`config.mk`:
```
export PLATFORM = sky130hd
export DESIGN_NAME = bp_resolve
export DESIGN_NICKNAME = d
export VERILOG_FILES = /design/src/rtl/bp_pkg.sv /design/src/rtl/bp_stage_reg.sv /design/src/rtl/bp_resolve.sv
export SDC_FILE = /design/constraint.sdc
export NUM_CORES = 1
export LEC_CHECK = 0
export BUFFER_PORTS_ARGS = -buffer_cell sky130_fd_sc_hd__buf_4
export CORE_MARGIN = 3
export CORE_UTILIZATION = 30
export CTS_CLUSTER_SIZE = 28
export DETAILED_ROUTE_END_ITERATION = 10
export MAX_ROUTING_LAYER = met4
export PLACE_DENSITY = 0.49
export SYNTH_ARGS = -nofsm -noshare
export SYNTH_HDL_FRONTEND = slang
export SYNTH_SLANG_ARGS = --single-unit
```
`constraint.sdc`:
```
create_clock -name clk -period 2.81 [get_ports clk]
set_clock_uncertainty 0.2 [all_clocks]
set_input_delay 0.4215 -clock clk [delete_from_list [all_inputs] [get_ports clk]]
set_output_delay 0.4215 -clock clk [all_outputs]
set_load 0.05 [all_outputs]
```
`src/rtl/bp_pkg.sv`:
```
// -----------------------------------------------------------------------------
// bp_pkg
// Definitions shared by the branch-resolution pipeline and the global
// predictor:
//   - BP_ADDR_W            default PC / target address width
//   - PHT_DEPTH, GHR_WIDTH predictor geometry (used by the predictor side)
//   - br_info_t            per-instruction branch bookkeeping record
//   - sat_inc32()          saturating 32-bit increment for statistics
// -----------------------------------------------------------------------------
package bp_pkg;

    localparam int BP_ADDR_W = 32;
    localparam int PHT_DEPTH = 1024;
    localparam int GHR_WIDTH = 10;

    // valid    : slot holds a real conditional branch (0 = bubble)
    // pred     : prediction attached in F
    // taken    : actual outcome, filled in when leaving E
    // target   : taken target address
    // pc_plus8 : fall-through address
    typedef struct packed {
        logic                 valid;
        logic                 pred;
        logic                 taken;
        logic [BP_ADDR_W-1:0] target;
        logic [BP_ADDR_W-1:0] pc_plus8;
    } br_info_t;

    // Counter increment that sticks at all-ones instead of wrapping.
    function automatic logic [31:0] sat_inc32(input logic [31:0] value);
        logic [31:0] result;
        if (value == 32'hFFFF_FFFF) begin
            result = value;
        end else begin
            result = value + 32'd1;
        end
        return result;
    endfunction

endpackage

```
`src/rtl/bp_stage_reg.sv`:
```
// -----------------------------------------------------------------------------
// bp_stage_reg
// One pipeline register for a branch record, with hold and bubble controls.
// The record type is a parameter so the top level can pass a record whose
// address fields match its own ADDR_W; the default is bp_pkg::br_info_t.
//
// Ports:
//   clk    in   rising-edge clock
//   rst_n  in   asynchronous active-low reset, clears the record
//   stall  in   hold the current contents
//   flush  in   load an all-zero record (bubble); wins over stall
//   d      in   next record
//   q      out  registered record
// -----------------------------------------------------------------------------
module bp_stage_reg
    import bp_pkg::*;
#(
    parameter type info_t = br_info_t
) (
    input  logic  clk,
    input  logic  rst_n,
    input  logic  stall,
    input  logic  flush,
    input  info_t d,
    output info_t q
);

    // Stage register: reset/flush give a fully zeroed bubble so every field,
    // not only valid, is deterministic downstream.
    always_ff @(posedge clk or negedge rst_n) begin
        if (!rst_n) begin
            q <= '0;
        end else if (flush) begin
            q <= '0;
        end else if (!stall) begin
            q <= d;
        end else begin
            q <= q;
        end
    end

endmodule

```
`src/rtl/bp_resolve.sv`:
```
// -----------------------------------------------------------------------------
// bp_resolve
// Carries the global predictor's taken/not-taken guess alongside a
// conditional branch from F through D and E, and resolves it in M against
// the outcome computed in E. On a misprediction it reports the correct
// next fetch PC and drives the predictor update port.
//
// Optional feature: define BP_STATS_EN to build saturating branch and
// mispredict counters. Without it the counter outputs are constant 0 and
// no counter state exists.
//
// Ports:
//   clk, rst_n            clock, asynchronous active-low reset
//   pcsrcPF               prediction for the instruction in F
//   branchD               instruction in D is a conditional branch
//   targetD, pc_plus8D    taken target / fall-through of the instruction in D
//   takenE                actual branch condition resolved in E
//   stallD, stallE        hold F->D and D->E registers
//   flushD, flushE,flushM bubble F->D, D->E, E->M registers
//   pcsrcPD               prediction attached to the instruction in D
//   branchM, pcsrcM,
//   pcsrcPM               valid branch in M, actual outcome, carried guess
//   mispredictM           misprediction resolved in M
//   redirect_pcM          correct next fetch PC for the M entry
//   branch_cnt,
//   mispred_cnt           statistics counters
// -----------------------------------------------------------------------------
module bp_resolve
    import bp_pkg::*;
#(
    parameter int ADDR_W = BP_ADDR_W
) (
    input  logic              clk,
    input  logic              rst_n,
    input  logic              pcsrcPF,
    input  logic              branchD,
    input  logic [ADDR_W-1:0] targetD,
    input  logic [ADDR_W-1:0] pc_plus8D,
    input  logic              takenE,
    input  logic              stallD,
    input  logic              stallE,
    input  logic              flushD,
    input  logic              flushE,
    input  logic              flushM,
    output logic              pcsrcPD,
    output logic              branchM,
    output logic              pcsrcM,
    output logic              pcsrcPM,
    output logic              mispredictM,
    output logic [ADDR_W-1:0] redirect_pcM,
    output logic [31:0]       branch_cnt,
    output logic [31:0]       mispred_cnt
);

    // Same layout as br_info_t, sized to this instance's ADDR_W.
    typedef struct packed {
        logic              valid;
        logic              pred;
        logic              taken;
        logic [ADDR_W-1:0] target;
        logic [ADDR_W-1:0] pc_plus8;
    } stage_t;

    logic   pcsrcpd_r;
    stage_t de_d_s;
    stage_t de_q_s;
    stage_t em_d_s;
    stage_t em_q_s;
    logic   unused_s;

    // F->D prediction register: flush clears, otherwise stall holds.
    always_ff @(posedge clk or negedge rst_n) begin
        if (!rst_n) begin
            pcsrcpd_r <= 1'b0;
        end else if (flushD) begin
            pcsrcpd_r <= 1'b0;
        end else if (!stallD) begin
            pcsrcpd_r <= pcsrcPF;
        end else begin
            pcsrcpd_r <= pcsrcpd_r;
        end
    end

    assign pcsrcPD = pcsrcpd_r;

    // D->E record: the outcome is not known yet in D, so taken starts at 0.
    always_comb begin
        de_d_s          = '0;
        de_d_s.valid    = branchD;
        de_d_s.pred     = pcsrcpd_r;
        de_d_s.taken    = 1'b0;
        de_d_s.target   = targetD;
        de_d_s.pc_plus8 = pc_plus8D;
    end

    bp_stage_reg #(
        .info_t (stage_t)
    ) u_de_reg (
        .clk   (clk),
        .rst_n (rst_n),
        .stall (stallE),
        .flush (flushE),
        .d     (de_d_s),
        .q     (de_q_s)
    );

    // E->M record: D->E fields plus the outcome evaluated in E.
    always_comb begin
        em_d_s       = de_q_s;
        em_d_s.taken = takenE;
    end

    // The D->E outcome bit is always overwritten by takenE before M.
    assign unused_s = de_q_s.taken;

    bp_stage_reg #(
        .info_t (stage_t)
    ) u_em_reg (
        .clk   (clk),
        .rst_n (rst_n),
        .stall (1'b0),
        .flush (flushM),
        .d     (em_d_s),
        .q     (em_q_s)
    );

    // M-stage resolution is purely from the E->M register, so a flushM in
    // the same cycle never masks what is currently in M.
    assign branchM      = em_q_s.valid;
    assign pcsrcPM      = em_q_s.pred;
    assign pcsrcM       = em_q_s.taken;
    assign mispredictM  = em_q_s.valid & (em_q_s.taken ^ em_q_s.pred);
    assign redirect_pcM = em_q_s.taken ? em_q_s.target : em_q_s.pc_plus8;

`ifdef BP_STATS_EN
    logic [31:0] branch_cnt_r;
    logic [31:0] mispred_cnt_r;

    // Saturating statistics counters sampled from the M-stage outputs.
    always_ff @(posedge clk or negedge rst_n) begin
        if (!rst_n) begin
            branch_cnt_r  <= 32'd0;
            mispred_cnt_r <= 32'd0;
        end else begin
            if (branchM) begin
                branch_cnt_r <= sat_inc32(branch_cnt_r);
            end else begin
                branch_cnt_r <= branch_cnt_r;
            end
            if (mispredictM) begin
                mispred_cnt_r <= sat_inc32(mispred_cnt_r);
            end else begin
                mispred_cnt_r <= mispred_cnt_r;
            end
        end
    end

    assign branch_cnt  = branch_cnt_r;
    assign mispred_cnt = mispred_cnt_r;
`else
    assign branch_cnt  = 32'd0;
    assign mispred_cnt = 32'd0;
`endif

endmodule

```
* Yosys cells after proc, flatten, opt, wreduce, memory -nomap -nowiden
Cells that the tools add are included.
** Word-level totals
- Flip-flop bits (word level) :: 134
- Input port bits :: 74
- Output and inout port bits :: 101
- Logic and storage cells :: 20
** Cells by class
- Eq/ne operators :: 2
- Mux-type cells :: 6
- Bitwise operators :: 2
** Operators with widths (number)
- 67-bit 2-to-1 mux :: 3
- 32-bit 2-to-1 mux :: 1
- 2-bit by 1-bit inequality test with 1-bit output (second input constant) :: 2
- 1-bit 2-to-1 mux :: 2
- 1-bit AND :: 1
- 1-bit XOR :: 1

* Depth between registers and ports, before layout
- Depth in word-level cells :: 2
- Depth in mapped cells :: 5
- Mapped depth without buffers :: 2

* By module
A second synthesis with hierarchy kept.
** Unflattened totals
- Cell total of the unflattened synthesis :: 538
- Area total of the unflattened synthesis :: 6555.0 µm²
** Modules (own cells, without submodules)
- bp_stage_reg :: instances 2, cells each 216, area an instance 2736.4 µm², sequential area each 1676.6 µm²
- bp_resolve :: instances 1, cells each 106, area an instance 1082.3 µm², sequential area each 25.0 µm²

* Worst setup path before layout
Ideal clock, no wire load.
- Path type :: register to output
- Start point :: register u_em_reg.q[64] in the netlist's numbering
- End point :: output redirect_pcM[10]
- Arrival :: 1480 ps
- Data required time :: 2189 ps
- Slack :: 708 ps
- Cell stages (with the launch flop) :: 4
- Path buffers :: 2
- Cells stage by stage :: dfrtp_1 buf_2 buf_6 mux2_2
** On the way
- Word-level cells in the longest chain between the ends :: 1
** Ends and longest elaborated chain
- start, declared :: RTL line bp_stage_reg.sv:25 : output info_t q
- start signal, assigned :: RTL line bp_stage_reg.sv:38 : q <= q;
- 32-bit 2-to-1 mux :: RTL line bp_resolve.sv:133 : assign redirect_pcM = em_q_s.taken ? em_q_s.target : em_q_s.pc_plus8;
- end, declared :: RTL line bp_resolve.sv:50 : output logic [ADDR_W-1:0] redirect_pcM,
No other way between the ends.

* Final worst setup path
- Start point :: register u_em_reg.q[64] in the netlist's numbering
- End point :: output redirect_pcM[21]
Same word-level chain as after synthesis.

==> metrics <==
number of antenna violations at the first check in global routing 0; Setup Crit Path Kind register to primary output; Post-Route Utilization 37.96%; vias in the first global route 3,355; Mapped Cells 460; Period minus WS final 2.474 ns; remaining global-route overflow 0; Worst VDD drop 0.0003896 V; Crit Path Max Fanout 18; crit path DAT 1.85 ns; switching part of the total 26.85%; number of detailed-routing iterations run before antenna repair 4; path type of the worst min-delay path input pin to register; unrepaired setup endpoints after global routing no; number of warnings reported in the yosys synthesis log 0; number of remaining DRC errors 0; effective utilization at floorplan 30.70%; standby leakage power 0.003728 uW; Post-Place Setup Slack 0.7176 ns; Critical Path Sink Type primary output; Min-Delay Path Depth 3; # H-tree levels 4; insertion delay of the later-clocked pin in the worst-skew pair 0.42 ns; width of the die 144.8 microns; number of violations reported at the end of detailed-routing iteration 0 142; Clock transition at path regs 0.06 ns; die height 144.8 microns; all-layer global routing usage 11.81%; Relative slew margins 48.28%; r2r worst-path depth 2; routed length per instance 13.90 microns; Post-Synthesis Mean Instance Area 12.57 sq um; clock group share of total power 44.6%; clk sink count 134; Pint 3578 uW; global-route wire length before repair 18,140 microns; Worst Tran Pin Value 0.7757 ns; core box area 0.01883 sq mm; Buffers on Ports 110; setup bufs post-CTS 0; maxcap violations 0; clock tree from TritonCTS yes; total count of hold-check failures in the final report 0; layout cell share with drive strength beyond 1 30.58%; Sum Neg Setup Slack 0 ns; GPL Wtd Cong 0.7149; Detailed Route WL 11,710 microns; distinct cell type count after synthesis 13; power per unit of standard cell area 684.2 mW/mm^2; floorplan row count 50; outcome finished, final reports clean; clock root buffer master sky130_fd_sc_hd__clkbuf_16; switching power summed over all nets 1313 uW; Detailed Place HPWL 7714 microns; Layout area overhead 23.63%; number of nets with antenna violations after routing 0; required time of the worst setup path 2.19 ns; final cycle utilization of the critical path 88.05%; # resized after CTS 0; total number of vias 3,360; part of the total power dissipated in combinational logic 13.3%; clock buffers created by TritonCTS 17; Seq cells post-synth 134; post-synthesis sequential area ratio 58.00%; quantity of hold-fixing buffers added after cts 2; sequential share of power 42.1%; slack of the critical path 0.3357 ns; maximum buffer depth of the clock tree 2; f_max 404.2 MHz; ports placed on the boundary 175; # setup viols final 0; post-layout net count 643; crit start category register; Mapped Area 0.005782 sq mm; max-slew violation count 0; DIE AREA 0.02097 sq mm; average via count per standard cell 3.986; largest net degree at the start of global routing 68
cells in the final DEF, fill, tap and decap left out:
cell type                         n
sky130_fd_sc_hd__dfrtp_1        133
sky130_fd_sc_hd__buf_4          111
sky130_fd_sc_hd__nor2b_1         67
sky130_fd_sc_hd__mux2i_1         67
sky130_fd_sc_hd__nor2_1          67
sky130_fd_sc_hd__conb_1          64
sky130_fd_sc_hd__mux2_2          32
sky130_fd_sc_hd__clkbuf_16       17
sky130_fd_sc_hd__clkinv_2         3
sky130_fd_sc_hd__clkinvlp_4       3
sky130_fd_sc_hd__buf_12           3
sky130_fd_sc_hd__clkbuf_1         2
sky130_fd_sc_hd__bufinv_16        2
sky130_fd_sc_hd__clkbuf_8         2
sky130_fd_sc_hd__inv_6            2
sky130_fd_sc_hd__dlygate4sd3_1    2
sky130_fd_sc_hd__diode_2          1
sky130_fd_sc_hd__xor2_1           1
sky130_fd_sc_hd__and2_1           1
sky130_fd_sc_hd__clkinv_4         1
sky130_fd_sc_hd__buf_6            1
sky130_fd_sc_hd__dfrtp_2          1
cells in the mapped netlist:
| library cell | instances | share of area (%) |
|---|---|---|
| sky130_fd_sc_hd__xor2_1 | 1 | 0.15 |
| sky130_fd_sc_hd__buf_4 | 66 | 8.6 |
| sky130_fd_sc_hd__mux2_2 | 32 | 6.2 |
| sky130_fd_sc_hd__conb_1 | 1 | 0.065 |
| sky130_fd_sc_hd__buf_6 | 4 | 0.78 |
| sky130_fd_sc_hd__mux2i_1 | 67 | 12 |
| sky130_fd_sc_hd__nor2_1 | 67 | 4.3 |
| sky130_fd_sc_hd__nor2b_1 | 67 | 7.2 |
| sky130_fd_sc_hd__clkbuf_1 | 6 | 0.39 |
| sky130_fd_sc_hd__dfrtp_1 | 134 | 58 |
| sky130_fd_sc_hd__buf_12 | 5 | 1.7 |
| sky130_fd_sc_hd__and2_1 | 1 | 0.11 |
| sky130_fd_sc_hd__buf_2 | 9 | 0.78 |
critical path, stage by stage (launching register included):
cell and delay (ns):
sky130_fd_sc_hd__dfrtp_2 0.65, sky130_fd_sc_hd__buf_12 0.23, sky130_fd_sc_hd__mux2_2 0.35, sky130_fd_sc_hd__buf_4 0.19
metrics by stage:
step                area, sq um  total power (uW)  hold WS, ns  cells
floorplan                  6018              2626     -0.07409    523
finish                     7148              4891      0.03934    843
global placement           6541              2745       0.1869    808
global route               7146              5112      0.02951    842
detailed placement         6541              2752       0.1857    808
CTS                        7146              4969      0.02543    842
power by group through the flow:
stage / combinational (uW) / clock [uW] / sequential [uW]
2_1_floorplan: 542 / 0 / 2080
3_3_place_gp: 651 / 0 / 2090
3_5_place_dp: 657 / 0 / 2100
4_1_cts: 661 / 2250 / 2060
5_1_grt: 701 / 2340 / 2070
6_report: 651 / 2180 / 2060
metal layers:
metal	GRT usage (%)	part of all wire, %
met3	3.911	6.4
met2	17.45	48
met1	15.12	45
met5	-	0
met4	4.418	1.2
kinds of logic (layout without fill, tap and decap cells):
| kind of cell | Yosys count | after routing | share of synthesized area (%) |
|---|---|---|---|
| xor gates and xnor gates | 1 | 1 | 0.1515 |
| buffers and inverters | 90 | 149 | 12.25 |
| DFF | 134 | 134 | 58.00 |
| muxes | 99 | 99 | 17.83 |
| other | 1 | 65 | 0.06486 |
| and+or+nand+nor | 135 | 135 | 11.71 |
worst paths after layout:
path                                 from                to  slack (ns)
max                        u_em_reg.q[64]  redirect_pcM[21]        0.34
max in group asynchronous           rst_n    u_em_reg.q[64]        1.39
min in group asynchronous           rst_n    u_em_reg.q[15]        0.31
min reg2reg                u_de_reg.q[35]    u_em_reg.q[35]        0.29
min                            targetD[3]    u_de_reg.q[35]        0.04
max reg2reg                u_de_reg.q[22]    u_de_reg.q[22]        1.86
layout make-up:
type / instances / area, sq um
clock buffer: 21 / 460.4
antenna: 1 / 2.502
multi-input combinational: 299 / 1957
sequential: 134 / 3354
tap: 260 / 325.3
clock inverter: 11 / 123.9
fill: 1865 / 11680
timing repair buffer: 117 / 924.6
state kept, by name, summed over array words and instances, names as in the netlist:
register / cells
u_de_reg.q: 66
u_em_reg.q: 67
pcsrcPD: 1
No activity file was read; power rests on OpenSTA's default activity.
